## config.mk

```make
export PLATFORM = sky130hd
export DESIGN_NAME = rom_dl_packer_flat
export DESIGN_NICKNAME = d
export VERILOG_FILES = /design/src/rtl/rom_dl_packer_if.sv /design/src/rtl/rom_dl_packer.sv /design/src/flat_wrapper.sv
export SDC_FILE = /design/constraint.sdc
export NUM_CORES = 1
export LEC_CHECK = 0
export ABC_AREA = 0
export BUFFER_PORTS_ARGS = -buffer_cell sky130_fd_sc_hd__buf_2
export CELL_PAD_IN_SITES_DETAIL_PLACEMENT = 1
export CELL_PAD_IN_SITES_GLOBAL_PLACEMENT = 2
export CORE_MARGIN = 8
export CORE_UTILIZATION = 35
export DETAILED_ROUTE_END_ITERATION = 7
export GPL_ROUTABILITY_DRIVEN = 0
export HOLD_SLACK_MARGIN = 0.02
export PLACE_DENSITY = 0.7
export SLEW_MARGIN = 15
export SYNTH_ARGS = -nofsm -noshare
export SYNTH_HDL_FRONTEND = slang
export SYNTH_SLANG_ARGS = --single-unit
```

## constraint.sdc

```tcl
create_clock -name clk_sys -period 7.3 [get_ports clk_sys]
set_input_delay 1.46 -clock clk_sys [delete_from_list [all_inputs] [get_ports clk_sys]]
set_output_delay 1.46 -clock clk_sys [all_outputs]
set_load 0.01 [all_outputs]
```

## src/rtl/rom_dl_packer_if.sv

```systemverilog
// rtl/rom_dl_packer_if.sv - toggle req/ack RAM write port between the download packer and the RAM controller
interface rom_dl_packer_if #(
  parameter int DATA_W = 16,
  parameter int ADDR_W = 22
);
  logic                  ram_req;
  logic                  ram_ack;
  logic [ADDR_W-1:0]     ram_addr;
  logic [DATA_W-1:0]     ram_din;
  logic [DATA_W/8-1:0]   ram_ds;
  logic                  ram_we;

  modport master (
    output ram_req,
    output ram_addr,
    output ram_din,
    output ram_ds,
    output ram_we,
    input  ram_ack
  );

  modport slave (
    input  ram_req,
    input  ram_addr,
    input  ram_din,
    input  ram_ds,
    input  ram_we,
    output ram_ack
  );
endinterface

```

## src/rtl/rom_dl_packer.sv

```systemverilog
// rtl/rom_dl_packer.sv - packs ioctl download bytes into RAM words and issues them over a toggle req/ack port
module rom_dl_packer #(
  parameter int         DATA_W     = 16,
  parameter int         ADDR_W     = 22,
  parameter int         FIFO_DEPTH = 4,
  parameter logic [7:0] INDEX_VAL  = 8'h00,
  parameter logic [7:0] INDEX_MASK = 8'hFF
) (
  input  logic                  clk_sys,
  input  logic                  reset_n,
  input  logic                  ioctl_download,
  input  logic [7:0]            ioctl_index,
  input  logic                  ioctl_wr,
  input  logic [24:0]           ioctl_addr,
  input  logic [7:0]            ioctl_dout,
  rom_dl_packer_if.master       ram,
  output logic                  busy,
  output logic                  done,
  output logic                  overflow,
  output logic [23:0]           words_written
);

  localparam int B     = DATA_W / 8;
  localparam int SHIFT = $clog2(B);
  localparam int LB    = (B > 1) ? SHIFT : 1;
  localparam int PW    = $clog2(FIFO_DEPTH);
  localparam int EW    = ADDR_W + DATA_W + B;

  logic              dl_q, wr_q;
  logic              dl_rise, dl_fall, index_ok, accept;
  logic [LB-1:0]     lane;
  logic              last_lane;
  logic [24:0]       addr_sh;
  logic [ADDR_W-1:0] waddr;
  logic [B-1:0]      lane_bit;
  logic [DATA_W-1:0] new_data, merged_data, byte_data;
  logic              unused_addr;

  logic [ADDR_W-1:0] pk_addr;
  logic [DATA_W-1:0] pk_data;
  logic [B-1:0]      pk_ds;
  logic              pk_flush_next, pk_busy;

  logic              fl_valid;
  logic [ADDR_W-1:0] fl_addr;
  logic [DATA_W-1:0] fl_data;
  logic [B-1:0]      fl_ds;

  logic [EW-1:0]     mem [FIFO_DEPTH];
  logic [EW-1:0]     head;
  logic [PW-1:0]     wr_ptr, rd_ptr;
  logic [PW:0]       count;
  logic              fifo_empty, fifo_full, outstanding, issue, push, drop;
  logic              req_pending, seen, busy_next;

  assign dl_rise     = ioctl_download & ~dl_q;
  assign dl_fall     = ~ioctl_download & dl_q;
  assign index_ok    = (ioctl_index & INDEX_MASK) == (INDEX_VAL & INDEX_MASK);
  assign accept      = ioctl_wr & ~wr_q & ioctl_download & index_ok;
  assign lane        = LB'(ioctl_addr) & LB'(B - 1);
  assign last_lane   = (lane == LB'(B - 1));
  assign addr_sh     = ioctl_addr >> SHIFT;
  assign waddr       = ADDR_W'(addr_sh);
  assign unused_addr = ^addr_sh;
  assign pk_busy     = |pk_ds;
  // an empty packer starts from a clean word so stale lanes never leak out
  assign byte_data   = pk_busy ? merged_data : new_data;

  assign fifo_empty  = (count == '0);
  assign fifo_full   = (count == (PW+1)'(FIFO_DEPTH));
  assign outstanding = (ram.ram_req != ram.ram_ack);
  assign issue       = ~fifo_empty & ~outstanding;
  assign push        = fl_valid & (~fifo_full | issue);
  assign drop        = fl_valid & fifo_full & ~issue;
  assign head        = mem[rd_ptr];
  assign busy_next   = ioctl_download | pk_busy | fl_valid | ~fifo_empty | outstanding;

  // place the incoming byte into its lane, both fresh and merged into the packer word
  always_comb begin
    lane_bit    = '0;
    new_data    = '0;
    merged_data = pk_data;
    for (int i = 0; i < B; i++) begin
      if (LB'(i) == lane) begin
        lane_bit[i]            = 1'b1;
        new_data[i*8 +: 8]     = ioctl_dout;
        merged_data[i*8 +: 8]  = ioctl_dout;
      end
    end
  end

  // edge detectors for the download window and the byte strobe
  always_ff @(posedge clk_sys or negedge reset_n) begin
    if (!reset_n) begin
      dl_q <= 1'b0;
      wr_q <= 1'b0;
    end else begin
      dl_q <= ioctl_download;
      wr_q <= ioctl_wr;
    end
  end

  // packer word plus flush staging register; staged entries reach the FIFO one cycle later
  always_ff @(posedge clk_sys or negedge reset_n) begin
    if (!reset_n) begin
      pk_addr       <= '0;
      pk_data       <= '0;
      pk_ds         <= '0;
      pk_flush_next <= 1'b0;
      fl_valid      <= 1'b0;
      fl_addr       <= '0;
      fl_data       <= '0;
      fl_ds         <= '0;
    end else begin
      fl_valid <= 1'b0;
      if (accept && pk_busy && (waddr != pk_addr)) begin
        fl_valid      <= 1'b1;
        fl_addr       <= pk_addr;
        fl_data       <= pk_data;
        fl_ds         <= pk_ds;
        pk_addr       <= waddr;
        pk_data       <= new_data;
        pk_ds         <= lane_bit;
        // staging slot is taken by the old word, so a last-lane byte here flushes a cycle later
        pk_flush_next <= last_lane;
      end else if (accept && last_lane) begin
        fl_valid      <= 1'b1;
        fl_addr       <= waddr;
        fl_data       <= byte_data;
        fl_ds         <= pk_ds | lane_bit;
        pk_ds         <= '0;
        pk_flush_next <= 1'b0;
      end else if (accept) begin
        pk_addr       <= waddr;
        pk_data       <= byte_data;
        pk_ds         <= pk_ds | lane_bit;
      end else if (pk_busy && (pk_flush_next || dl_fall)) begin
        fl_valid      <= 1'b1;
        fl_addr       <= pk_addr;
        fl_data       <= pk_data;
        fl_ds         <= pk_ds;
        pk_ds         <= '0;
        pk_flush_next <= 1'b0;
      end
    end
  end

  // FIFO storage; contents need no reset since the pointers qualify them
  always_ff @(posedge clk_sys) begin
    if (push) mem[wr_ptr] <= {fl_addr, fl_data, fl_ds};
  end

  // FIFO pointers and occupancy; a push into a full FIFO lands when the head pops the same cycle
  always_ff @(posedge clk_sys or negedge reset_n) begin
    if (!reset_n) begin
      wr_ptr <= '0;
      rd_ptr <= '0;
      count  <= '0;
    end else begin
      if (push)  wr_ptr <= wr_ptr + 1'b1;
      if (issue) rd_ptr <= rd_ptr + 1'b1;
      case ({push, issue})
        2'b10:   count <= count + 1'b1;
        2'b01:   count <= count - 1'b1;
        default: count <= count;
      endcase
    end
  end

  // issue the head word and toggle the request; outputs hold while the request is outstanding
  always_ff @(posedge clk_sys or negedge reset_n) begin
    if (!reset_n) begin
      ram.ram_req  <= 1'b0;
      ram.ram_addr <= '0;
      ram.ram_din  <= '0;
      ram.ram_ds   <= '0;
    end else if (issue) begin
      ram.ram_req  <= ~ram.ram_req;
      ram.ram_addr <= head[EW-1 -: ADDR_W];
      ram.ram_din  <= head[B +: DATA_W];
      ram.ram_ds   <= head[B-1:0];
    end
  end

  // acknowledge counting, overflow, busy/we and the completion pulse
  always_ff @(posedge clk_sys or negedge reset_n) begin
    if (!reset_n) begin
      req_pending   <= 1'b0;
      words_written <= '0;
      overflow      <= 1'b0;
      seen          <= 1'b0;
      busy          <= 1'b0;
      done          <= 1'b0;
      ram.ram_we    <= 1'b0;
    end else begin
      // a stale ack left over from before reset is not one of ours and is never counted
      if (issue)             req_pending <= 1'b1;
      else if (!outstanding) req_pending <= 1'b0;

      if (dl_rise) begin
        overflow      <= 1'b0;
        words_written <= '0;
      end else begin
        if (drop)                        overflow      <= 1'b1;
        if (req_pending && !outstanding) words_written <= words_written + 24'd1;
      end

      if (dl_rise)     seen <= accept;
      else if (accept) seen <= 1'b1;
      else if (done)   seen <= 1'b0;

      busy       <= busy_next;
      ram.ram_we <= busy_next;
      done       <= busy & ~busy_next & seen;
    end
  end

endmodule

```

## src/flat_wrapper.sv

```systemverilog
// flat-port wrapper written by rule: the top's interface ports become plain ports
module rom_dl_packer_flat 
#(
  parameter int         DATA_W     = 16,
  parameter int         ADDR_W     = 22,
  parameter int         FIFO_DEPTH = 4,
  parameter logic [7:0] INDEX_VAL  = 8'h00,
  parameter logic [7:0] INDEX_MASK = 8'hFF
)
  (clk_sys, reset_n, ioctl_download, ioctl_index, ioctl_wr, ioctl_addr, ioctl_dout, busy, done, overflow, words_written, ram_ram_req, ram_ram_addr, ram_ram_din, ram_ram_ds, ram_ram_we, ram_ram_ack);
  rom_dl_packer_if #(.DATA_W(DATA_W), .ADDR_W(ADDR_W)) ram_i ();
  input  logic clk_sys;
  input  logic reset_n;
  input  logic ioctl_download;
  input  logic [7:0] ioctl_index;
  input  logic ioctl_wr;
  input  logic [24:0] ioctl_addr;
  input  logic [7:0] ioctl_dout;
  output logic busy;
  output logic done;
  output logic overflow;
  output logic [23:0] words_written;
  output wire logic [$bits(ram_i.ram_req)-1:0] ram_ram_req;
  output wire logic [$bits(ram_i.ram_addr)-1:0] ram_ram_addr;
  output wire logic [$bits(ram_i.ram_din)-1:0] ram_ram_din;
  output wire logic [$bits(ram_i.ram_ds)-1:0] ram_ram_ds;
  output wire logic [$bits(ram_i.ram_we)-1:0] ram_ram_we;
  input wire logic [$bits(ram_i.ram_ack)-1:0] ram_ram_ack;
  assign ram_ram_req = ram_i.ram_req;
  assign ram_ram_addr = ram_i.ram_addr;
  assign ram_ram_din = ram_i.ram_din;
  assign ram_ram_ds = ram_i.ram_ds;
  assign ram_ram_we = ram_i.ram_we;
  assign ram_i.ram_ack = ram_ram_ack;
  rom_dl_packer #(.DATA_W(DATA_W), .ADDR_W(ADDR_W), .FIFO_DEPTH(FIFO_DEPTH), .INDEX_VAL(INDEX_VAL), .INDEX_MASK(INDEX_MASK)) u_core (.clk_sys(clk_sys), .reset_n(reset_n), .ioctl_download(ioctl_download), .ioctl_index(ioctl_index), .ioctl_wr(ioctl_wr), .ioctl_addr(ioctl_addr), .ioctl_dout(ioctl_dout), .ram(ram_i), .busy(busy), .done(done), .overflow(overflow), .words_written(words_written));
endmodule
```

=== Word level (Yosys, flattened, before mapping) ===
Memories as Yosys holds them, arrays and structs flattened. A register that Yosys moved wholly into a read port is not among the register bits.
Cells that the tools add are included.

* Register bits: 121
* Bits in latches: 0
* Memory bits (writable): 160
* Memory bits (read-only): 0
* Input bits: 46
* Output and inout bits: 69
* Logic and storage cells: 129
* Memories kept: 1

{| class="wikitable"
|+ Memories
! name !! words !! bits a word !! read ports !! clocked after Yosys merged registers in !! wr ports !! RTL line !! source
|-
| u_core.mem || 4 || 40 || 1 || 1 || 1 || rom_dl_packer.sv:49 || <nowiki>logic [EW-1:0] mem [FIFO_DEPTH];</nowiki>
|}

* $add $sub $neg: 5
* $mul: 0
* Div/mod/pow operators: 0
* Order comparisons: 0
* Eq/ne operators: 8
* Shift operators: 0
* Mux-type cells: 49
* Bitwise gates (word level): 26
* Reduce and logical (&&, ||, !) cells: 20

{| class="wikitable"
|+ Operator list
! cell !! count
|-
| $mux W22 || 7
|-
| $mux W16 || 8
|-
| $mux W24 || 2
|-
| $mux W8 || 4
|-
| $add A24 B1 Y24 const B || 1
|-
| $ne A22 B22 Y1 || 1
|-
| $mux W1 || 19
|-
| $mux W2 || 8
|-
| $and A1 B1 Y1 || 11
|-
| $not A1 Y1 || 9
|-
| $logic_not A8 Y1 || 1
|-
| $reduce_bool A2 Y1 || 4
|-
| $pmux W3 S2 || 1
|-
| $reduce_bool A3 Y1 || 2
|-
| $logic_and A1 B1 Y1 || 5
|-
| $or A1 B1 Y1 || 5
|-
| $add A2 B1 Y2 const B || 2
|-
| $reduce_and A2 Y1 || 2
|-
| $reduce_bool A4 Y1 || 1
|-
| $add A3 B1 Y3 const B || 1
|-
| $eq A3 B3 Y1 const B || 1
|-
| $logic_not A3 Y1 || 1
|-
| $ne A3 B3 Y1 const B || 1
|-
| $sub A3 B1 Y3 const B || 1
|-
| 9 further kinds || 10
|}

=== Logic depth before layout (Yosys ltp) ===
* Depth in word-level cells: 8
* Depth in mapped cells: 10
* Gate-level depth less buffers: 10

=== Worst setup path before layout ===
No wires, ideal clock.

* Kind: input -> register
* From: input port ram_ram_ack
* To: register u_core.count[2]
* Setup time: 0.079 ns
* Arrival: 3.384 ns
* Data required time: 7.221 ns
* Path slack: 3.837 ns
* Cell stages on the path: 9
* Path buffers: 1
* Cell sequence: xor2_1 nor2_1 clkbuf_1 ha_1 inv_1 fa_1 xor2_1 nor2_1 xor2_1

* Longest elaborated chain between the ends: 7
* Elaborated cells on any way between the ends: 9
* Classes of those cells: eq/ne: 3; mux: 1; bitwise: 4; reduce/logical: 1

{| class="wikitable"
|+ RTL lines
! item !! RTL line !! source
|-
| start, declared || flat_wrapper.sv:28 || <nowiki>input wire logic [$bits(ram_i.ram_ack)-1:0] ram_ram_ack;</nowiki>
|-
| $ne A1 B1 Y1 (*) || rom_dl_packer.sv:71 || <nowiki>assign outstanding = (ram.ram_req != ram.ram_ack);</nowiki>
|-
| $not A1 Y1 (*) || rom_dl_packer.sv:72 || <nowiki>assign issue = ~fifo_empty & ~outstanding;</nowiki>
|-
| $and A1 B1 Y1 (*) || rom_dl_packer.sv:72 ||
|-
| via u_core.issue || rom_dl_packer.sv:53 || <nowiki>logic fifo_empty, fifo_full, outstanding, issue, push, drop;</nowiki>
|-
| $or A1 B1 Y1 || rom_dl_packer.sv:73 || <nowiki>assign push = fl_valid & (~fifo_full | issue);</nowiki>
|-
| $and A1 B1 Y1 || rom_dl_packer.sv:73 ||
|-
| $eq A2 B1 Y1 / $eq A2 B2 Y1 (equally long branches) || rom_dl_packer.sv:162 || <nowiki>case ({push, issue})</nowiki>
|-
| $pmux W3 S2 / $reduce_bool A2 Y1 (equally long branches) || - ||
|-
| end signal, assigned || rom_dl_packer.sv:163 || <nowiki>2'b10: count <= count + 1'b1;</nowiki>
|-
| end signal, assigned || rom_dl_packer.sv:164 || <nowiki>2'b01: count <= count - 1'b1;</nowiki>
|-
| end signal, assigned || rom_dl_packer.sv:165 || <nowiki>default: count <= count;</nowiki>
|-
| end, declared || rom_dl_packer.sv:52 || <nowiki>logic [PW:0] count;</nowiki>
|}

Mark *: on every way through the listed nets, which the timed path passes. The rest lies on a longest branch.
A chain may end at the register's enable or synchronous reset.

=== Final worst setup path ===
* From: input port ioctl_index[0]
* To: register u_core.fl_addr[10]

* Longest elaborated chain between the ends: 6
* Elaborated cells on any way between the ends: 10
* Classes of those cells: eq/ne: 1; mux: 2; bitwise: 1; reduce/logical: 6

{| class="wikitable"
|+ RTL lines
! item !! RTL line !! source
|-
| start, declared || flat_wrapper.sv:15 || <nowiki>input logic [7:0] ioctl_index;</nowiki>
|-
| $logic_not A8 Y1 (*) || rom_dl_packer.sv:58 || <nowiki>assign index_ok = (ioctl_index & INDEX_MASK) == (INDEX_VAL & INDEX_MASK);</nowiki>
|-
| $and A1 B1 Y1 (*) || rom_dl_packer.sv:59 || <nowiki>assign accept = ioctl_wr & ~wr_q & ioctl_download & index_ok;</nowiki>
|-
| $logic_and A1 B1 Y1 (2 in series) || rom_dl_packer.sv:116 || <nowiki>if (accept && pk_busy && (waddr != pk_addr)) begin</nowiki>
|-
| $ne A3 B3 Y1 (no source line) / $reduce_bool A3 Y1 (equally long branches) || - ||
|-
| $reduce_and A2 Y1 (no source line) || - ||
|-
| end signal, assigned || rom_dl_packer.sv:118 || <nowiki>fl_addr <= pk_addr;</nowiki>
|-
| end signal, assigned || rom_dl_packer.sv:128 || <nowiki>fl_addr <= waddr;</nowiki>
|-
| end signal, assigned || rom_dl_packer.sv:139 || <nowiki>fl_addr <= pk_addr;</nowiki>
|-
| end, declared || rom_dl_packer.sv:45 || <nowiki>logic [ADDR_W-1:0] fl_addr;</nowiki>
|}

Mark *: on every way between the ends. The rest lies on a longest branch, timed or not.

==> metrics.cfg <==
[run_status]
status = completed

[setup_path]
critPathKind = primary input to flip-flop
crit_path_max_incr_delay_ps = 780
cp_max_fo = 21
r2r-start = u_core.pk_addr[19]
crit_buf_inv = 2
cp.required_ps = 7730
reg2reg_to = u_core.fl_addr[10]
rrSetupSlack_ps = 4350
start_kind = primary input
cpLargestDelayFamily = simple AND/OR/NAND/NOR gates
reg2regPathDepth = 7
critPathArrivalTime_ps = 4200
crit_path_end_kind = flip-flop
cp_cell_sequence = buf_2, nor4_1, nand4_1, nor2_2, buf_4, a221oi_1, a21oi_1
cp_slowest_cell = nor2_2

[job]
cap_viol_max_count = 0

[global_routing]
grt_max_degree = 68
first_global_vias = 8208
track_usage = 0.143
grt_pass1_wl_um = 49400
grt_antenna_before_repair = 8
grt_overflow = 0

[clock_tree]
cts_buffers = 36
h-tree-depth = 2
clk_pin_slew_worst_paths_ps = 60
cts_tree = yes
postCtsSetupBuffers = 0
clockRootBuffer = clkbuf_16
cts_hold_buffers = 0
clkSinkCount = 321
cts_resized = 0
cts_buffer_depth = 3
worst_skew_pair.late_latency_ps = 510

[timing]
slew_headroom = 0.379
period_needed_ps = 3770
rsz0062_at_grt = false
finalHoldViolCount = 0
tightest_slew_ps = 931
finalSetupTns_ps = 0
fmax_ghz = 0.265
fin_skew_ps = 24.3
final_max_slew_viol_count = 0
whs_ps = 480
finalSetupViolCount = 0
finalCritPeriodShare = 0.517

[min_path]
hold_depth = 1
hold_class = flip-flop to flip-flop
hold_start = u_core.pk_flush_next
holdPathEnd = u_core.pk_flush_next

[route]
vias_per_cell = 5.18
final_antenna_net_count = 0
wl_per_cell_um = 21.5
firstDrtPassIters = 4
routed_wl_um = 31100
drc = 0
drtIter0Drc = 344
via_count = 7487

[placement]
place_inst = 1377
port_buffers = 112
dp_hpwl_um = 19100

[logic_synthesis]
synth.distinct_cells = 49
syn_nets = 878
synth_warnings = 0
syn_area_per_cell_um2 = 15.8
syn_inst = 825
synth_edf_count = 160
synthFlopType = dfrtp_1
synth_area_mm2 = 0.0130
ys_ff_latch = 321
async_flop_share = 0.502
seq_area_frac_synth = 0.677

[final_layout]
nFillCells = 3664
drive_gt1_frac = 0.319
mostFrequentLayoutCells = dfrtp_1, edfxtp_1, buf_2
final_cells = 1445
syn_to_final_growth_pct = 18.1
nNetsFinal = 1000

[power_and_ir_drop]
powerDensity_mw_per_mm2 = 324
ir_drop_mv = 0.172
p_leak_uw = 0.00640

[floorplan]
ios = 115
die_h_um = 209
core_area_mm2 = 0.0367
die_x_um = 209
num_rows = 70
start_util = 0.356
fp.dieArea_mm2 = 0.0437

==> stage by stage <==
step           setup WS, ps  instance area (µm²)  total power [µW]  utilization
2_1_floorplan          3840                13000              2810            -
3_3_place_gp           3000                14200              3150        0.386
3_5_place_dp           2990                14200              3180        0.386
4_1_cts                3530                15400              5090        0.420
5_1_grt                3400                15400              5230        0.420
6_report               3530                15400              4990        0.420
==> how the worst max path moves through the flow <==
stage	startpoint	to	slack, ps	cells after the start
after floorplan	ram_ram_ack	u_core.count[2]	3840	9
after global placement	ioctl_index[0]	u_core.fl_addr[10]	3000	7
after detailed placement	ioctl_index[0]	u_core.fl_addr[10]	2990	7
after CTS	ioctl_index[0]	u_core.fl_addr[10]	3530	7
after global routing	ioctl_index[0]	u_core.fl_addr[10]	3400	7
final	ioctl_index[0]	u_core.fl_addr[10]	3530	7
==> registers in the layout, indices dropped and copies added, names as in the netlist, 2 cells and up <==
register	flops
u_core.mem	160
u_core.words_written	24
u_core.fl_addr	22
u_core.pk_addr	22
u_core.ram.ram_addr	22
u_core.fl_data	16
u_core.pk_data	16
u_core.ram.ram_din	16
u_core.count	3
u_core.fl_ds	2
u_core.pk_ds	2
u_core.ram.ram_ds	2
u_core.rd_ptr	2
u_core.wr_ptr	2
==> layer usage <==
layer / global-route usage / vias up / share of wire
met1: 0.191 / 3850 / 0.45
met2: 0.234 / 167 / 0.47
met5: 0 / - / 0.0024
met3: 0.0340 / 55 / 0.056
li1: - / 3403 / -
met4: 0.0369 / 12 / 0.019
==> worst register-to-register path, delay by kind of cell, from the launching register on <==
| family | cells | cell delay (ps) |
|---|---|---|
| AND/OR/NAND/NOR | 1 | 270 |
| XOR/XNOR | 1 | 330 |
| AO/OA/AOI/OAI | 4 | 1400 |
| flip-flops | 1 | 400 |
| buffers and inverters | 1 | 400 |
==> synthesized netlist by cell type (30+ instances only) <==
cell | count | area share
a21oi_1 | 36 | 0.014
a221oi_1 | 30 | 0.020
and3_1 | 40 | 0.019
clkbuf_1 | 31 | 0.0089
dfrtp_1 | 161 | 0.31
edfxtp_1 | 160 | 0.37
mux2_2 | 63 | 0.054
mux4_2 | 40 | 0.069
nor2_1 | 34 | 0.0098
nor3_1 | 37 | 0.014
xnor2_1 | 35 | 0.023
==> cell families after synthesis <==
logic type,after synthesis,synth area share
flip-flops,321,0.677
buffers and inverters,55,0.0198
adder cells (fa/ha/maj),7,0.00729
AND/OR/NAND/NOR,178,0.0738
AO/OA/AOI/OAI,101,0.0549
multiplexers,112,0.133
XOR/XNOR,51,0.0342
==> layout make-up <==
class	instances	area, µm²	area share
diodes	2	5.00	0.000325
clock buffers	51	1040	0.0675
clock inverters	15	213	0.0138
inverters	10	37.5	0.00244
multi-input cells	449	4010	0.260
flip-flops and latches	321	8830	0.573
well taps	468	586	0.0380
repair buffers	129	694	0.0450
==> power breakdown <==
part	total, µW	internal (µW)	switching (µW)
logic	922	470	452
registers	2170	2050	123
clock network	1890	1170	719
total	4990	3700	1290
Power figures use the tool's default switching activity.
